[src/rtl/arith_seq_unit.sv]
// ---------------------------------------------------------------------------
// arith_seq_unit
//
// Multi-cycle unsigned arithmetic unit. One shared iterative multiplier
// computes in^2, in^3, in! or in^in over N cycles, using a start/busy/done
// handshake. Results are truncated to OUT_W bits. An overflow on any step is
// flagged on ovf rather than rejected.
//
// Parameters
//   IN_W   operand width (>= 2)
//   OUT_W  result / accumulator width (>= 2*IN_W)
//
// Ports
//   clk    in   1      system clock, rising edge
//   rst_n  in   1      asynchronous active-low reset
//   start  in   1      request, sampled only while busy=0
//   in     in   IN_W   operand, captured on the accepted start
//   pcode  in   2      0: in^2, 1: in^3, 2: in!, 3: in^in
//   busy   out  1      high while CALC is in progress
//   done   out  1      one-cycle pulse when out/ovf are valid
//   out    out  OUT_W  result, held until the next done
//   ovf    out  1      overflow of any step of the last operation
// ---------------------------------------------------------------------------
module arith_seq_unit #(
    parameter int IN_W  = 4,
    parameter int OUT_W = 16
) (
    input  logic             clk,
    input  logic             rst_n,
    input  logic             start,
    input  logic [IN_W-1:0]  in,
    input  logic [1:0]       pcode,
    output logic             busy,
    output logic             done,
    output logic [OUT_W-1:0] out,
    output logic             ovf
);

    localparam int PROD_W = OUT_W + IN_W;

    typedef enum logic [1:0] {
        IDLE = 2'd0,
        CALC = 2'd1,
        DONE = 2'd2
    } state_t;

    typedef enum logic [1:0] {
        OP_SQUARE = 2'd0,
        OP_CUBE   = 2'd1,
        OP_FACT   = 2'd2,
        OP_POWER  = 2'd3
    } op_t;

    state_t            state;
    op_t               op_q;
    logic [IN_W-1:0]   in_q;
    logic [OUT_W-1:0]  acc;
    logic [IN_W-1:0]   step;
    logic              ovf_int;

    logic [IN_W-1:0]   factor;
    logic [IN_W-1:0]   n_steps;
    logic [PROD_W-1:0] prod;
    logic              prod_ovf;
    logic              last_step;

    // Factor and step count for the captured operation; the multiplier is
    // formed wide enough that nothing is lost before the overflow test.
    always_comb begin
        // NOTE: every combinational output gets a default first so no path
        // leaves it unassigned and no latch is inferred.
        factor  = in_q;
        n_steps = IN_W'(2);
        unique case (op_q)
            OP_SQUARE: begin
                factor  = in_q;
                n_steps = IN_W'(2);
            end
            OP_CUBE: begin
                factor  = in_q;
                n_steps = IN_W'(3);
            end
            OP_FACT: begin
                factor  = step;
                n_steps = (in_q == '0) ? IN_W'(1) : in_q;
            end
            OP_POWER: begin
                // 0^0 is defined as 1: one step multiplying by 1.
                factor  = (in_q == '0) ? IN_W'(1) : in_q;
                n_steps = (in_q == '0) ? IN_W'(1) : in_q;
            end
            default: begin
                factor  = in_q;
                n_steps = IN_W'(2);
            end
        endcase
        prod      = PROD_W'(acc) * PROD_W'(factor);
        prod_ovf  = |prod[PROD_W-1:OUT_W];
        last_step = (step == n_steps);
    end

    always_ff @(posedge clk or negedge rst_n) begin
        if (!rst_n) begin
            state   <= IDLE;
            op_q    <= OP_SQUARE;
            in_q    <= '0;
            acc     <= OUT_W'(1);
            step    <= '0;
            ovf_int <= 1'b0;
            busy    <= 1'b0;
            done    <= 1'b0;
            out     <= '0;
            ovf     <= 1'b0;
        end else begin
            // NOTE: non-blocking assignments so every register samples the
            // pre-edge values, independent of statement order.
            unique case (state)
                IDLE, DONE: begin
                    done <= 1'b0;
                    if (start) begin
                        op_q    <= op_t'(pcode);
                        in_q    <= in;
                        acc     <= OUT_W'(1);
                        step    <= IN_W'(1);
                        ovf_int <= 1'b0;
                        busy    <= 1'b1;
                        state   <= CALC;
                    end else begin
                        busy    <= 1'b0;
                        state   <= IDLE;
                    end
                end
                CALC: begin
                    acc <= prod[OUT_W-1:0];
                    if (last_step) begin
                        out   <= prod[OUT_W-1:0];
                        ovf   <= ovf_int | prod_ovf;
                        busy  <= 1'b0;
                        done  <= 1'b1;
                        state <= DONE;
                    end else begin
                        ovf_int <= ovf_int | prod_ovf;
                        // step stops at N, which is at most 2^IN_W-1.
                        step    <= step + IN_W'(1);
                    end
                end
                default: begin
                    busy  <= 1'b0;
                    done  <= 1'b0;
                    state <= IDLE;
                end
            endcase
        end
    end

endmodule

[config.mk]
export PLATFORM = sky130hd
export DESIGN_NAME = arith_seq_unit
export DESIGN_NICKNAME = d
export VERILOG_FILES = /design/src/rtl/arith_seq_unit.sv
export SDC_FILE = /design/constraint.sdc
export NUM_CORES = 1
export LEC_CHECK = 0
export BUFFER_PORTS_ARGS = -buffer_cell sky130_fd_sc_hd__clkbuf_2
export CAP_MARGIN = 0
export CORE_UTILIZATION = 45
export CTS_CLUSTER_DIAMETER = 200
export DETAILED_ROUTE_END_ITERATION = 7
export SKIP_LAST_GASP = 1
export SLEW_MARGIN = 30
export SYNTH_ARGS = -nofsm -noshare
export SYNTH_HDL_FRONTEND = slang
export SYNTH_SLANG_ARGS = --single-unit
export TNS_END_PERCENT = 5
[constraint.sdc]
create_clock -name clk -period 6.08 [get_ports clk]
set_input_delay 0.304 -clock clk [delete_from_list [all_inputs] [get_ports clk]]
set_output_delay 0.304 -clock clk [all_outputs]
set_load 0.02 [all_outputs]
==> impl_metrics.json <==
{
  "post-route-util": 0.519,
  "end_kind": "flop",
  "path_max_fanout": 16,
  "cts_resized": 0,
  "routed-via-count": 2978,
  "postLayoutCellArea_um2": 4310,
  "port_buffers": 27,
  "start_util": 0.471,
  "htree_levels": 2,
  "syn_nets": 477,
  "finalHoldViolCount": 0,
  "worst_setup_path_start_kind": "flop",
  "firstDrtPassIters": 4,
  "final_cell_mix": "inv_1 (55), dfrtp_1 (45), nor2b_1 (41), nand2_1 (29), fa_1 (28)",
  "cts_tree": "done",
  "cp_data_required_time_ns": 6.24,
  "numCtsBuffers": 5,
  "core_um2": 8300,
  "maxCapViolations": 0,
  "clock_path_buffers": 2,
  "seq_area_frac_synth": 0.295,
  "fmax_mhz": 216,
  "antenna_found_initial": 0,
  "grt_max_degree": 47,
  "wl_per_cell_um": 15.8,
  "fillers": 760,
  "die_y_um": 95.2,
  "synth_cell_types": 45,
  "hpwl_um": 6510,
  "slew_headroom": 0.392,
  "antennaDiodeCount": 0,
  "ctsHoldBuffers": 0,
  "pin_count": 28,
  "die-area_um2": 9060,
  "slew_violations": 0,
  "seq_area_um2": 1150,
  "crit_start": "op_q[1]",
  "routed_via_density": 5.39,
  "crit_type": "flop to flop",
  "dpl-instance-area_um2": 4200,
  "yosysWarnings": 0,
  "clk_latency_ns": 0.31,
  "cts.sinks": 46,
  "r2r-start": "op_q[1]",
  "drive_above_1_share": 0.150,
  "drt_iter0_markers": 96,
  "final.min_clock_period_ns": 4.63,
  "hp-class": "input pin to async pin",
  "groute.usage.overall": 0.214,
  "rsz0062_at_grt": "false",
  "syn2layout_area_growth_pct": 10.3,
  "fin_nets": 508,
  "synthArstFlopShare": 1.00,
  "fin_crit_sh": 0.762,
  "final-setup-viol-count": 0,
  "rows": 33,
  "multiInputGateArea_um2": 2510,
  "cp.arrival_ns": 4.79,
  "cts.root.buffer_cell": "clkbuf_8",
  "clkTransAtPathRegs_ns": 0.09,
  "fin_hold_ws_ns": 0.0834,
  "syn_area_um2": 3910,
  "ys_seq_elements": 46,
  "fin_tns_setup_ns": 0,
  "wirelength_um": 8740,
  "grt_pass1_wl_um": 14900,
  "layout_commonest_cell": "inv_1",
  "synth_cells": 415,
  "fin_skew_ns": 0.00439,
  "tightestPinTransition_ns": 0.908,
  "avgSynthCellArea_um2": 9.42,
  "cts_setup_buffers": 0,
  "synth_edf_count": 0,
  "gp_congestion": 0.803,
  "status": "completed",
  "first_global_vias": 3035,
  "grt_overflow": 0,
  "die_w_um": 95.2,
  "synth_top_flop_cell": "dfrtp_1",
  "postRouteAntennaNets": 0,
  "drcViolationCount": 0
}
-- registers in the layout, summed over array words and instances, names as in the netlist --
| name | count |
|---|---|
| acc | 16 |
| done | 1 |
| in_q | 4 |
| op_q | 2 |
| out | 16 |
| ovf | 1 |
| ovf_int | 1 |
| state | 1 |
| step | 4 |
-- final timing paths --
| kind | endpoint | slack (ns) | depth (start not counted) |
|---|---|---|---|
| worst max-delay path | ovf | 1.45 | 17 |
| worst min-delay path | in_q[1] | 0.08 | 2 |
| worst max register to register | ovf | 1.45 | 17 |
| worst min register to register | out[4] | 0.51 | 1 |
| max in group asynchronous | out[11] | 5.59 | 2 |
| min in group clk | in_q[0] | 0.20 | 3 |
-- logic make-up (layout without fill, tap and decap cells) --
family / after synthesis / after routing / synth area share
AOI/OAI and AO/OA: 76 / 76 / 0.133
xor gates and xnor gates: 19 / 19 / 0.0426
adders and majority gates: 53 / 53 / 0.223
buffers and inverters: 66 / 98 / 0.0640
DFF: 46 / 46 / 0.295
muxes: 21 / 21 / 0.0595
and+or+nand+nor: 134 / 134 / 0.182
-- critical path, cell delays in order, from the launching register on --
cell	delay, ns
dfrtp_1	0.47
nand2b_1	0.18
nor2_1	0.13
a21oi_1	0.05
buf_4	0.20
nand2b_1	0.18
fa_1	0.54
inv_1	0.06
fa_1	0.56
inv_1	0.07
fa_1	0.49
nor2b_4	0.14
o31a_1	0.23
o21ai_0	0.14
a21oi_1	0.34
mux2i_1	0.14
a2111oi_2	0.43
a31oi_1	0.13
-- through the flow --
stage	cells	worst slack (ns)
floorplan	415	1.81
global placement	544	1.59
detailed placement	544	1.46
CTS	552	1.44
global route	552	1.10
finish	552	1.45
-- area by class of cell --
cell class                 instances  area share
multi-input combinational        303       0.583
sequential                        46       0.267
clock buffer                       6      0.0168
tap                              105      0.0305
timing repair buffer              35      0.0453
inverter                          55      0.0479
clock inverter                     2     0.00871
-- Yosys cell counts (3+ instances only) --
cell      instances  share of area
a21oi_1          21          0.027
a22o_1           14          0.031
a31oi_1           3         0.0048
and2_1            7          0.011
clkbuf_1          9         0.0086
dfrtp_1          45           0.29
fa_1             28           0.14
ha_1             25          0.080
inv_1            55          0.053
mux2_2           18          0.052
mux2i_1           3         0.0077
nand2_1          29          0.028
nand2b_1         13          0.021
nand3_1           4         0.0051
nand4_1           4         0.0064
nor2_1           22          0.021
nor2b_1          42          0.067
nor3_1            3         0.0038
o21ai_0          16          0.020
o31ai_1           3         0.0058
xnor2_1          10          0.022
xor2_1            9          0.020
-- metal layers --
layer	vias to the layer above	share of wire	global-route usage
met3	7	0.029	0.0215
met2	44	0.47	0.348
li1	1443	-	-
met1	1484	0.49	0.305
met4	0	0.011	0.0556
met5	-	0	0
Power is left out: the tool's default activity adds up to more than one toggle a clock period on the data nets, which glitch-free logic cannot reach.
